--- src/rtl/axis_tiny_packet_fifo.sv ---
`default_nettype none
// ============================================================================
// Module   : axis_tiny_packet_fifo
// Purpose  : Register-based AXI-Stream FIFO that carries tkeep/tuser/tlast and
//            reports its occupancy and buffered packet count. With PACKET_MODE
//            set it forwards a packet only after its tlast is stored. If a
//            packet cannot fit in the FIFO, it latches into cut-through so the
//            packet can drain.
// Revision : 1.0 - initial release
// ============================================================================
module axis_tiny_packet_fifo #(
    parameter int FIFO_DEPTH  = 4,
    parameter int BUS_WIDTH   = 8,
    parameter int USER_WIDTH  = 1,
    parameter int PACKET_MODE = 0
) (
    input  logic                            aclk,
    input  logic                            arst,
    input  logic [BUS_WIDTH*8-1:0]          s_axis_tdata,
    input  logic [BUS_WIDTH-1:0]            s_axis_tkeep,
    input  logic [USER_WIDTH-1:0]           s_axis_tuser,
    input  logic                            s_axis_tlast,
    input  logic                            s_axis_tvalid,
    output logic                            s_axis_tready,
    output logic [BUS_WIDTH*8-1:0]          m_axis_tdata,
    output logic [BUS_WIDTH-1:0]            m_axis_tkeep,
    output logic [USER_WIDTH-1:0]           m_axis_tuser,
    output logic                            m_axis_tlast,
    output logic                            m_axis_tvalid,
    input  logic                            m_axis_tready,
    output logic [$clog2(FIFO_DEPTH):0]     occupancy,
    output logic [$clog2(FIFO_DEPTH):0]     packet_count
);

    localparam int c_AW = $clog2(FIFO_DEPTH);
    localparam int c_PW = c_AW + 1;
    localparam int c_DW = BUS_WIDTH * 8;
    localparam int c_EW = c_DW + BUS_WIDTH + USER_WIDTH + 1;
    localparam logic [c_PW-1:0] c_ONE = c_PW'(1);

    // Entry layout: {tdata, tkeep, tuser, tlast}; tlast sits in bit 0
    logic [c_EW-1:0] r_mem [FIFO_DEPTH];
    logic [c_PW-1:0] r_wr_ptr;
    logic [c_PW-1:0] r_rd_ptr;
    logic [c_PW-1:0] r_occ;
    logic [c_PW-1:0] r_pkt_cnt;

    logic            w_empty;
    logic            w_full;
    logic            w_valid;
    logic            w_wr;
    logic            w_rd;
    logic            w_wr_last;
    logic            w_rd_last;
    logic [c_EW-1:0] w_rd_word;

    assign w_empty   = (r_wr_ptr == r_rd_ptr);
    assign w_full    = (r_wr_ptr[c_AW-1:0] == r_rd_ptr[c_AW-1:0]) &&
                       (r_wr_ptr[c_AW] != r_rd_ptr[c_AW]);
    assign w_rd_word = r_mem[r_rd_ptr[c_AW-1:0]];

    // Fullness is judged only from stored state, so a read in the same cycle
    // never lets a write through when the FIFO is full.
    assign w_wr      = s_axis_tvalid && !w_full;
    assign w_rd      = w_valid && m_axis_tready;
    assign w_wr_last = w_wr && s_axis_tlast;
    assign w_rd_last = w_rd && w_rd_word[0];

    // Storage array and pointers. The array is cleared so outputs read 0 in reset.
    always_ff @(posedge aclk or posedge arst) begin
        if (arst) begin
            for (int i = 0; i < FIFO_DEPTH; i++) begin
                r_mem[i] <= '0;
            end
            r_wr_ptr <= '0;
            r_rd_ptr <= '0;
        end else begin
            if (w_wr) begin
                r_mem[r_wr_ptr[c_AW-1:0]] <= {s_axis_tdata, s_axis_tkeep, s_axis_tuser, s_axis_tlast};
                r_wr_ptr <= r_wr_ptr + c_ONE;
            end
            if (w_rd) begin
                r_rd_ptr <= r_rd_ptr + c_ONE;
            end
        end
    end

    // Word and packet counters. They do not change when a write and a read of the same kind coincide.
    always_ff @(posedge aclk or posedge arst) begin
        if (arst) begin
            r_occ     <= '0;
            r_pkt_cnt <= '0;
        end else begin
            case ({w_wr, w_rd})
                2'b10:   r_occ <= r_occ + c_ONE;
                2'b01:   r_occ <= r_occ - c_ONE;
                default: r_occ <= r_occ;
            endcase
            case ({w_wr_last, w_rd_last})
                2'b10:   r_pkt_cnt <= r_pkt_cnt + c_ONE;
                2'b01:   r_pkt_cnt <= r_pkt_cnt - c_ONE;
                default: r_pkt_cnt <= r_pkt_cnt;
            endcase
        end
    end

    generate
        if (PACKET_MODE != 0) begin : g_packet
            typedef enum logic [0:0] {
                ST_STORE = 1'b0,
                ST_CUT   = 1'b1
            } state_t;

            state_t r_state;

            // STORE: wait for a full packet. CUT: a packet larger than the FIFO drains through to its tlast.
            always_ff @(posedge aclk or posedge arst) begin
                if (arst) begin
                    r_state <= ST_STORE;
                end else begin
                    case (r_state)
                        ST_STORE: if (w_full && (r_pkt_cnt == '0)) r_state <= ST_CUT;
                        ST_CUT:   if (w_rd_last)                   r_state <= ST_STORE;
                        default:  r_state <= ST_STORE;
                    endcase
                end
            end

            // packet_count falls only when a tlast is read, so the gate stays open for a whole packet.
            assign w_valid = (r_state == ST_CUT) ? !w_empty
                                                 : (!w_empty && (r_pkt_cnt != '0));
        end else begin : g_plain
            assign w_valid = !w_empty;
        end
    endgenerate

    assign s_axis_tready = !w_full && !arst;
    assign m_axis_tvalid = w_valid;
    assign m_axis_tdata  = w_rd_word[c_EW-1 -: c_DW];
    assign m_axis_tkeep  = w_rd_word[USER_WIDTH+1 +: BUS_WIDTH];
    assign m_axis_tuser  = w_rd_word[1 +: USER_WIDTH];
    assign m_axis_tlast  = w_rd_word[0];
    assign occupancy     = r_occ;
    assign packet_count  = r_pkt_cnt;

endmodule
`default_nettype wire

--- config.mk ---
export PLATFORM = sky130hd
export DESIGN_NAME = axis_tiny_packet_fifo
export DESIGN_NICKNAME = d
export VERILOG_FILES = /design/src/rtl/axis_tiny_packet_fifo.sv
export SDC_FILE = /design/constraint.sdc
export NUM_CORES = 1
export LEC_CHECK = 0
export CORE_AREA = 5 5 145 251
export CTS_CLUSTER_DIAMETER = 120
export CTS_CLUSTER_SIZE = 12
export DETAILED_ROUTE_END_ITERATION = 10
export DIE_AREA = 0 0 150 256
export SLEW_MARGIN = 30
export SYNTH_ARGS = -nofsm -noshare
export SYNTH_HDL_FRONTEND = slang
export SYNTH_SLANG_ARGS = --single-unit
--- constraint.sdc ---
create_clock -name aclk -period 11.3 [get_ports aclk]
set_input_delay 2.26 -clock aclk [delete_from_list [all_inputs] [get_ports aclk]]
set_output_delay 2.26 -clock aclk [all_outputs]
set_load 0.1 [all_outputs]
==> flow_metrics.tcl <==
set metrics [dict create \
    run_status "completed" \
    route.layer.met1.wl_mm 11.2 \
    synth_cells 785 \
    clkTransAtPathRegs_ps 60 \
    final-max-slew-violation-count 0 \
    worstMarginPinSlew_ps 1030 \
    multi_input_gate_area_mm2 0.00551 \
    sum_of_met3_wire_segment_lengths_after_detailed_routing_mm 1.30 \
    ctsResizeCount 0 \
    worst-setup-path-type "reg2out" \
    grt_pass1_vias 8282 \
    layout_worst_path_cycle_share 0.566 \
    ys_seq_area_frac 0.572 \
    async_reset_ff_frac 1.00 \
    design.portCount 160 \
    synth_flop_cell "sky130_fd_sc_hd__dfrtp_1" \
    grt_start_max_net_pins 99 \
    total_count_of_hold_check_failures_in_the_final_report 0 \
    worstSkewPairLatency_ps 550 \
    total_iterations_of_the_first_detailed_routing_run 4 \
    routed_length_on_met2_mm 16.4 \
    grt_overflow 0 \
    most-common-layout-cells "sky130_fd_sc_hd__dfrtp_1, sky130_fd_sc_hd__mux2_2, sky130_fd_sc_hd__clkdlybuf4s50_1, sky130_fd_sc_hd__mux4_2, sky130_fd_sc_hd__mux2_1" \
    ffs_latches_synth 308 \
    setup_total_negative_slack_ps 0 \
    cts_post_setup_buffers_inserted 0 \
    synth_top_cell_area_share 0.572 \
    fmaxAchievable_mhz 156 \
    detail_route.wl_per_cell_um 21.1 \
    startpoint_kind_of_the_worst_setup_timing_path "flip-flop" \
    register_area_mm2 0.00771 \
    synth_enable_flop_cells 0 \
    die_width_um 150 \
    route.top_layer_used "met5" \
    cts_tree "yes" \
    leading_cell_type_in_the_layout_fill_and_taps_excluded "sky130_fd_sc_hd__dfrtp_1" \
    synth_top_cell_by_area "sky130_fd_sc_hd__dfrtp_1" \
    port_bufs 159 \
    clock_sink_count 308 \
    totalWireLength_mm 29.5 \
    flow.area_growth_from_synthesis_pct 20.7 \
    synth.distinct_cells 24 \
    route.antenna.remaining_nets 0 \
    starting_density_of_the_core 0.394 \
    num_antenna_cells 0 \
    fp.dieArea_mm2 0.0384 \
    clockRootBuffer "sky130_fd_sc_hd__clkbuf_16" \
    dpl.hpwl_mm 17.9 \
    gp_congestion 0.724 \
    slew_headroom 0.313 \
    cap_violations 0 \
    detail_route.iter0.violations 194 \
    grt_antenna_before_repair 1 \
    layout.filler_cells 3012 \
    cts_htree_levels 1 \
    avgSynthCellArea_um2 17.2 \
    drt-vias-per-instance 5.20 \
    cp-end-kind "primary output" \
    hold_buffers 0 \
    finalSetupViolCount 0 \
    crit_required_ps 9040 \
    placementRows 90 \
    global_router_s_overall_resource_usage 0.158 \
    synth.cell_area_mm2 0.0135 \
    synth_area_leaders "sky130_fd_sc_hd__dfrtp_1, sky130_fd_sc_hd__mux2_2, sky130_fd_sc_hd__mux4_2, sky130_fd_sc_hd__mux2_1, sky130_fd_sc_hd__buf_4" \
    synth.net_count 872 \
    clock_tree.buffer_depth 3 \
    cts_inserted_buffers 29 \
    grt_setup_unrepaired "no" \
    min_period_ps 6400 \
    die_h_um 256 \
    num_vias 7275 \
    route.detailed.drc 0 \
    hold_path.class "reg2reg" \
    fin_nets 1025 \
    core_footprint_mm2 0.0342 \
    critical_path.max_fanout 40 \
    critPathArrivalTime_ps 4140 \
    fin_skew_ps 10.5 \
    grt_pass1_wl_mm 48.0 \
    drive_gt1_frac 0.424 \
    yosys_warnings 0 \
]
-- Yosys cell counts (4+ instances only) --
cell type	count
sky130_fd_sc_hd__mux2_1	36
sky130_fd_sc_hd__mux2_2	263
sky130_fd_sc_hd__nand2_1	7
sky130_fd_sc_hd__mux4_2	74
sky130_fd_sc_hd__inv_1	7
sky130_fd_sc_hd__dfrtp_1	308
sky130_fd_sc_hd__xnor2_1	6
sky130_fd_sc_hd__ha_1	7
sky130_fd_sc_hd__xor2_1	6
sky130_fd_sc_hd__a31oi_1	5
sky130_fd_sc_hd__buf_2	19
sky130_fd_sc_hd__buf_1	4
sky130_fd_sc_hd__buf_4	23
sky130_fd_sc_hd__clkbuf_1	4
-- cell families after synthesis --
| family | after synthesis | share of synthesized area |
|---|---|---|
| compound gates | 10 | 0.00520 |
| xor+xnor | 15 | 0.0114 |
| fa+ha+maj | 9 | 0.00947 |
| buf+inv | 57 | 0.0240 |
| flops | 308 | 0.572 |
| mux | 374 | 0.374 |
| simple gates | 12 | 0.00371 |
-- flip-flops by register name, indices dropped and copies added, names as in the netlist --
name / count
r_mem: 296
occupancy: 3
packet_count: 3
r_rd_ptr: 3
r_wr_ptr: 3
-- critical path, cell delays in order, from the launching register on --
cell	delay, ps
sky130_fd_sc_hd__dfrtp_4	980
sky130_fd_sc_hd__buf_4	770
sky130_fd_sc_hd__xnor2_2	380
sky130_fd_sc_hd__a31oi_1	260
sky130_fd_sc_hd__clkdlybuf4s50_1	1150
-- through the flow --
step	utilization	area, um^2	worst slack (ps)	instances	hold WS (ps)
2_1_floorplan	-	13500	524	785	452
3_3_place_gp	0.453	15500	4910	1366	455
3_5_place_dp	0.452	15500	4910	1366	455
4_1_cts	0.474	16200	4660	1398	468
5_1_grt	0.475	16300	4500	1399	480
6_report	0.475	16300	4900	1399	465
-- layer usage --
metal | GRT usage | vias up
met3 | 0.0296 | 25
met1 | 0.187 | 3933
li1 | - | 3191
met2 | 0.293 | 124
met5 | 0 | -
met4 | 0.0389 | 2
-- final timing paths --
| kind | from | to | slack (ps) | cells after the start |
|---|---|---|---|---|
| min in group asynchronous | arst | r_mem[212]$_DFFE_PP0P_ | 2240 | 2 |
| worst min-delay path | occupancy[2]$_DFFE_PP0P_ | occupancy[2]$_DFFE_PP0P_ | 460 | 1 |
| worst max-delay path | r_rd_ptr[0]$_DFFE_PP0P_ | s_axis_tready | 4900 | 4 |
| worst max register to register | r_rd_ptr[0]$_DFFE_PP0P_ | r_mem[123]$_DFFE_PP0P_ | 6920 | 6 |
| max in group asynchronous | arst | r_mem[5]$_DFFE_PP0P_ | 7790 | 3 |
| worst min register to register | occupancy[2]$_DFFE_PP0P_ | occupancy[2]$_DFFE_PP0P_ | 460 | 1 |
-- final cells by class --
class                      count  area share
tap                          460      0.0354
inverter                       7     0.00208
clock inverter                 1     0.00185
sequential                   308       0.474
clock buffer                  31      0.0451
timing repair buffer         172       0.103
multi-input combinational    420       0.339
Power is not shown: default switching activity piles up to over one toggle a cycle in this logic, so the estimate is an artifact.
